`config.mk`:
```
export PLATFORM = sky130hd
export DESIGN_NAME = pipeline_page_sequencer
export DESIGN_NICKNAME = d
export VERILOG_FILES = /design/src/rtl/pipeline_page_sequencer.sv
export SDC_FILE = /design/constraint.sdc
export NUM_CORES = 1
export LEC_CHECK = 0
export BUFFER_PORTS_ARGS = -buffer_cell sky130_fd_sc_hd__clkbuf_2
export CORE_ASPECT_RATIO = 0.9
export CORE_MARGIN = 2
export CORE_UTILIZATION = 55
export DETAILED_ROUTE_END_ITERATION = 10
export PLACE_DENSITY_LB_ADDON = 0.05
export SLEW_MARGIN = 10
export SYNTH_ARGS = -nofsm -noshare
export SYNTH_HDL_FRONTEND = slang
export SYNTH_SLANG_ARGS = --single-unit
```
`constraint.sdc`:
```
create_clock -name clk -period 5.4 [get_ports clk]
set_input_delay 0.27 -clock clk [delete_from_list [all_inputs] [get_ports clk]]
set_output_delay 0.27 -clock clk [all_outputs]
set_load 0.01 [all_outputs]
```
`src/rtl/pipeline_page_sequencer.sv`:
```
//==============================================================================
// Module      : pipeline_page_sequencer
// Description : Launch controller for the A -> B -> C processing chain over
//               the ping-pong page buffers AB, AC and BC. Each stage runs a
//               small ap_ctrl_hs handshake FSM. Per-buffer write/read page
//               pointers and full-page counts decide when a stage may launch.
//               Optional macro SEQ_STALL_CNT_EN adds per-stage stall counters
//               (a_stall, b_stall, c_stall).
// Revision    : 1.0 - initial release
//==============================================================================
`default_nettype none

module pipeline_page_sequencer #(
   parameter int AB_PAGES = 2,
   parameter int AC_PAGES = 4,
   parameter int BC_PAGES = 2
) (
   input  logic                        clk,
   input  logic                        reset,
   input  logic                        en_proc,
   output logic                        a_start,
   output logic                        b_start,
   output logic                        c_start,
   input  logic                        a_ready,
   input  logic                        b_ready,
   input  logic                        c_ready,
   input  logic                        a_done,
   input  logic                        b_done,
   input  logic                        c_done,
   output logic [$clog2(AB_PAGES)-1:0] ab_page_w,
   output logic [$clog2(AB_PAGES)-1:0] ab_page_r,
   output logic [$clog2(AC_PAGES)-1:0] ac_page_w,
   output logic [$clog2(AC_PAGES)-1:0] ac_page_r,
   output logic [$clog2(BC_PAGES)-1:0] bc_page_w,
   output logic [$clog2(BC_PAGES)-1:0] bc_page_r,
   output logic [$clog2(AB_PAGES):0]   ab_count,
   output logic [$clog2(AC_PAGES):0]   ac_count,
   output logic [$clog2(BC_PAGES):0]   bc_count,
   output logic [2:0]                  busy,
`ifdef SEQ_STALL_CNT_EN
   output logic [15:0]                 a_stall,
   output logic [15:0]                 b_stall,
   output logic [15:0]                 c_stall,
`endif
   output logic                        proto_err
);

   localparam int AB_W = $clog2(AB_PAGES);
   localparam int AC_W = $clog2(AC_PAGES);
   localparam int BC_W = $clog2(BC_PAGES);

   // Count value meaning "every page of the buffer holds unconsumed data"
   localparam logic [AB_W:0] C_AB_FULL = (AB_W+1)'(AB_PAGES);
   localparam logic [AC_W:0] C_AC_FULL = (AC_W+1)'(AC_PAGES);
   localparam logic [BC_W:0] C_BC_FULL = (BC_W+1)'(BC_PAGES);

   typedef enum logic [1:0] {
      ST_IDLE   = 2'd0,
      ST_LAUNCH = 2'd1,
      ST_RUN    = 2'd2
   } stage_state_e;

   // Stage index 0 = A, 1 = B, 2 = C throughout
   stage_state_e        state_q [3];
   logic [2:0]          start_q;
   logic [2:0]          busy_q;
   logic                err_q;

   logic [2:0]          ready_d;
   logic [2:0]          done_d;
   logic [2:0]          launch_d;
   logic [2:0]          fin_d;

   logic [AB_W-1:0]     ab_wp_q, ab_rp_q;
   logic [AC_W-1:0]     ac_wp_q, ac_rp_q;
   logic [BC_W-1:0]     bc_wp_q, bc_rp_q;
   logic [AB_W:0]       ab_cnt_q;
   logic [AC_W:0]       ac_cnt_q;
   logic [BC_W:0]       bc_cnt_q;

   logic                ab_full_d, ac_full_d, bc_full_d;

   // Launch conditions from registered counts and per-stage completion events
   always_comb begin
      ready_d   = {c_ready, b_ready, a_ready};
      done_d    = {c_done, b_done, a_done};
      ab_full_d = (ab_cnt_q == C_AB_FULL);
      ac_full_d = (ac_cnt_q == C_AC_FULL);
      bc_full_d = (bc_cnt_q == C_BC_FULL);

      launch_d[0] = en_proc && !ab_full_d && !ac_full_d;
      launch_d[1] = (ab_cnt_q != '0) && !bc_full_d;
      launch_d[2] = (bc_cnt_q != '0) && (ac_cnt_q != '0);

      // A run completes on done in RUN, or on ready+done together in LAUNCH
      for (int i = 0; i < 3; i++) begin
         fin_d[i] = ((state_q[i] == ST_RUN) && done_d[i]) ||
                    ((state_q[i] == ST_LAUNCH) && ready_d[i] && done_d[i]);
      end
   end

   // Per-stage handshake FSMs with registered start/busy and sticky protocol error
   always_ff @(posedge clk) begin
      if (reset) begin
         for (int i = 0; i < 3; i++) begin
            state_q[i] <= ST_IDLE;
         end
         start_q <= '0;
         busy_q  <= '0;
         err_q   <= 1'b0;
      end else begin
         for (int i = 0; i < 3; i++) begin
            case (state_q[i])
               ST_IDLE: begin
                  // Stray handshake from an idle core is flagged, otherwise ignored
                  if (ready_d[i] || done_d[i]) begin
                     err_q <= 1'b1;
                  end
                  if (launch_d[i]) begin
                     state_q[i] <= ST_LAUNCH;
                     start_q[i] <= 1'b1;
                     busy_q[i]  <= 1'b1;
                  end
               end
               ST_LAUNCH: begin
                  if (ready_d[i]) begin
                     start_q[i] <= 1'b0;
                     if (done_d[i]) begin
                        state_q[i] <= ST_IDLE;
                        busy_q[i]  <= 1'b0;
                     end else begin
                        state_q[i] <= ST_RUN;
                     end
                  end
               end
               ST_RUN: begin
                  // Returning to IDLE forces at least one IDLE cycle before relaunch
                  if (done_d[i]) begin
                     state_q[i] <= ST_IDLE;
                     busy_q[i]  <= 1'b0;
                  end
               end
               default: begin
                  state_q[i] <= ST_IDLE;
                  start_q[i] <= 1'b0;
                  busy_q[i]  <= 1'b0;
               end
            endcase
         end
      end
   end

   // Page pointers and occupancy advance on run completion; producer and
   // consumer finishing together on one buffer leave its count unchanged
   always_ff @(posedge clk) begin
      if (reset) begin
         ab_wp_q  <= '0;
         ab_rp_q  <= '0;
         ac_wp_q  <= '0;
         ac_rp_q  <= '0;
         bc_wp_q  <= '0;
         bc_rp_q  <= '0;
         ab_cnt_q <= '0;
         ac_cnt_q <= '0;
         bc_cnt_q <= '0;
      end else begin
         if (fin_d[0]) begin
            ab_wp_q <= ab_wp_q + AB_W'(1);
            ac_wp_q <= ac_wp_q + AC_W'(1);
         end
         if (fin_d[1]) begin
            ab_rp_q <= ab_rp_q + AB_W'(1);
            bc_wp_q <= bc_wp_q + BC_W'(1);
         end
         if (fin_d[2]) begin
            bc_rp_q <= bc_rp_q + BC_W'(1);
            ac_rp_q <= ac_rp_q + AC_W'(1);
         end
         ab_cnt_q <= ab_cnt_q + {{AB_W{1'b0}}, fin_d[0]} - {{AB_W{1'b0}}, fin_d[1]};
         ac_cnt_q <= ac_cnt_q + {{AC_W{1'b0}}, fin_d[0]} - {{AC_W{1'b0}}, fin_d[2]};
         bc_cnt_q <= bc_cnt_q + {{BC_W{1'b0}}, fin_d[1]} - {{BC_W{1'b0}}, fin_d[2]};
      end
   end

   assign a_start   = start_q[0];
   assign b_start   = start_q[1];
   assign c_start   = start_q[2];
   assign busy      = busy_q;
   assign proto_err = err_q;
   assign ab_page_w = ab_wp_q;
   assign ab_page_r = ab_rp_q;
   assign ac_page_w = ac_wp_q;
   assign ac_page_r = ac_rp_q;
   assign bc_page_w = bc_wp_q;
   assign bc_page_r = bc_rp_q;
   assign ab_count  = ab_cnt_q;
   assign ac_count  = ac_cnt_q;
   assign bc_count  = bc_cnt_q;

`ifdef SEQ_STALL_CNT_EN
   logic [15:0] a_stall_q, b_stall_q;

   // Saturating count of cycles an idle stage has input but no free output page
   always_ff @(posedge clk) begin
      if (reset) begin
         a_stall_q <= '0;
         b_stall_q <= '0;
      end else begin
         if ((state_q[0] == ST_IDLE) && en_proc && (ab_full_d || ac_full_d) &&
             (a_stall_q != 16'hFFFF)) begin
            a_stall_q <= a_stall_q + 16'd1;
         end
         if ((state_q[1] == ST_IDLE) && (ab_cnt_q != '0) && bc_full_d &&
             (b_stall_q != 16'hFFFF)) begin
            b_stall_q <= b_stall_q + 16'd1;
         end
      end
   end

   assign a_stall = a_stall_q;
   assign b_stall = b_stall_q;
   // Stage C has no output buffer, so it can never be output-stalled
   assign c_stall = 16'h0000;
`endif

endmodule

`default_nettype wire

```
==> qor.yml <==
status: "finished clean"
setup_slack_ps: 2790
syn_area_um2: 1540
clock-sinks: 28
worstMarginPinSlew_ps: 600
multiInputGateArea_um2: 836
ys_ff_latch: 28
io_buffers: 30
cts-resized-gates: 0
crit_required_ps: 5630
synth.largest_area_cell: "dfxtp_1"
initial_core_util: 0.570
root_buffer: "clkbuf_4"
dp_slack_ps: 2780
first_pass_iters: 4
synthesis.nets: 192
yosys.cell_types.count: 36
final.setup.tns_ps: 0
die_y_um: 54.2
finalSetupViolCount: 0
htree_num_levels: 1
die_w_um: 59.8
clk_latency_ps: 340
yosysWarnings: 0
power_leakage_nw: 0.862
core_region_area_um2: 2700
dieArea_um2: 3240
final.period_utilization: 0.484
grt_antenna_before_repair: 0
diodes: 0
layout_common_cells: "clkbuf_2 (30), dfxtp_1 (23), inv_1 (22)"
power_frac_comb: 0.455
postPlaceCellArea_um2: 1720
grt_overflow: 0
seq_area_frac_synth: 0.396
grt_max_degree: 30
design_area_um2: 1760
synth.top_cell.area_share: 0.299
design_power_total_mw: 0.845
clock_path_buffers: 2
postCtsSetupBuffers: 0
ant_nets: 0
hpwl_um: 2280
pwr-share-seq: 0.400
ctsHoldBuffers: 0
drive_gt1_frac: 0.215
register_area_um2: 611
clkSlewWorstSetupHoldPaths_ps: 160
vias_per_cell: 5.32
layout_commonest_cell: "clkbuf_2"
internal_power_mw: 0.515
drt_iter0_markers: 54
grt_pass1_wl_um: 4570
switching_power_mw: 0.330
syn_inst: 164
remaining_drc_errors: 0
fmax_ghz: 0.383
fin_nets: 224
cts_tree: "built"
synth_ff_type: "dfxtp_1"
vdd_drop_max_v: 0.000287
hold_class: "input pin to flip-flop"
synth_enable_flop_cells: 5
fin_worst_skew_ps: 12.8
worstSetupPathType: "flip-flop to flip-flop"
period_needed_ps: 2610
fill_cells: 253
slew_viol_final: 0
pin_count: 31
wl_per_cell_um: 13.0
cap_violations: 0
drt-total-wl_um: 2920
clock_power_share: 0.145
slew_headroom: 0.600
cp_max_fo: 4
hold_viol: 0
avgSynthCellArea_um2: 9.40
finalNonFillerCells: 225
grt_pass1_vias: 1071
p_sw_frac: 0.390
gr-usage-all-layers: 0.190
cp-end-kind: "flip-flop"
area_growth_pct: 14.4
post-place-cells: 221
synth_area_leaders: "dfxtp_1 (30%), ha_1 (15%), edfxtp_1 (9.7%), xor2_1 (5.7%), inv_1 (5.4%)"
critPathLaunchType: "flip-flop"
rsz0062_at_grt: "no"
power_density_nw_per_um2: 479
routabilityCongestion: 0.841
arrival_ps: 2850
rows: 18
ys_async_sr_fraction: 0
cts_buffers: 3
vias: 1198
[power by group through the flow]
stage,clock [mW],combinational (mW),sequential [mW]
final,0.122,0.385,0.338
after CTS,0.125,0.390,0.338
after detailed placement,0,0.389,0.343
after floorplan,0,0.257,0.355
after global placement,0,0.374,0.339
after global routing,0.134,0.436,0.347
[cell usage after synthesis, types with 2 or more instances]
cell type	number
inv_1	22
nor3_1	8
nor2_1	19
a21oi_1	7
ha_1	18
and2_1	2
buf_1	2
o211ai_1	2
o21a_1	2
nor4b_1	2
o21ai_1	2
xnor2_1	4
a21o_1	2
dfxtp_1	23
o21ai_0	4
nand2_1	4
xor2_1	10
nor2b_1	9
edfxtp_1	5
[through the flow]
| step | utilization | hold WS [ps] |
|---|---|---|
| after floorplan | - | 452 |
| after global placement | 0.635 | 455 |
| after detailed placement | 0.635 | 458 |
| after CTS | 0.653 | 263 |
| after global routing | 0.653 | 260 |
| final | 0.653 | 273 |
[worst max-delay path: stages (launching register included)]
cell	delay, ps
edfxtp_1	410
inv_1	80
ha_1	190
and2_1	180
o21ai_1	270
inv_1	120
ha_1	300
inv_1	40
ha_1	180
fa_1	370
xnor2_1	190
xnor2_1	130
nor2_1	50
[layout make-up]
cell class                 count  area share
tap                           30      0.0213
multi-input combinational    111       0.474
clock buffer                   4      0.0270
sequential                    28       0.346
inverter                      22      0.0468
timing repair buffer          30      0.0851
[cell families (layout without fill, tap and decap cells)]
logic type	Yosys count	in the layout	share of synthesized area
adder cells (fa/ha/maj)	19	19	0.159
flip-flops	28	28	0.396
AND/OR/NAND/NOR	48	48	0.158
XOR/XNOR	14	14	0.0795
AO/OA/AOI/OAI	30	30	0.145
buffers and inverters	25	56	0.0617
[worst paths after layout]
| kind | start | endpoint | slack (ps) | depth (start not counted) |
|---|---|---|---|---|
| worst max register to register | state_q[2][1] | ac_count[2] | 2790 | 12 |
| worst min register to register | start_q[1] | start_q[1] | 490 | 1 |
| worst min-delay path | b_done | state_q[1][1] | 270 | 2 |
| worst max-delay path | state_q[2][1] | ac_count[2] | 2790 | 12 |
[metal layers]
| layer | up-vias | wire length (um) | track usage |
|---|---|---|---|
| li1 | 610 | - | - |
| met1 | 564 | 1320 | 0.221 |
| met2 | 22 | 1460 | 0.351 |
| met3 | 2 | 110 | 0.0449 |
| met4 | 0 | 20 | 0.0519 |
| met5 | - | 0 | 0 |
[state kept, by name, summed over array words and instances (netlist names), 2 cells and up]
signal and cells:
state_q 6, ac_count 3, busy 3, start_q 3
ab_count 2, ac_page_r 2, ac_page_w 2, bc_count 2
Note: power is estimated with default switching activity, not from simulation.
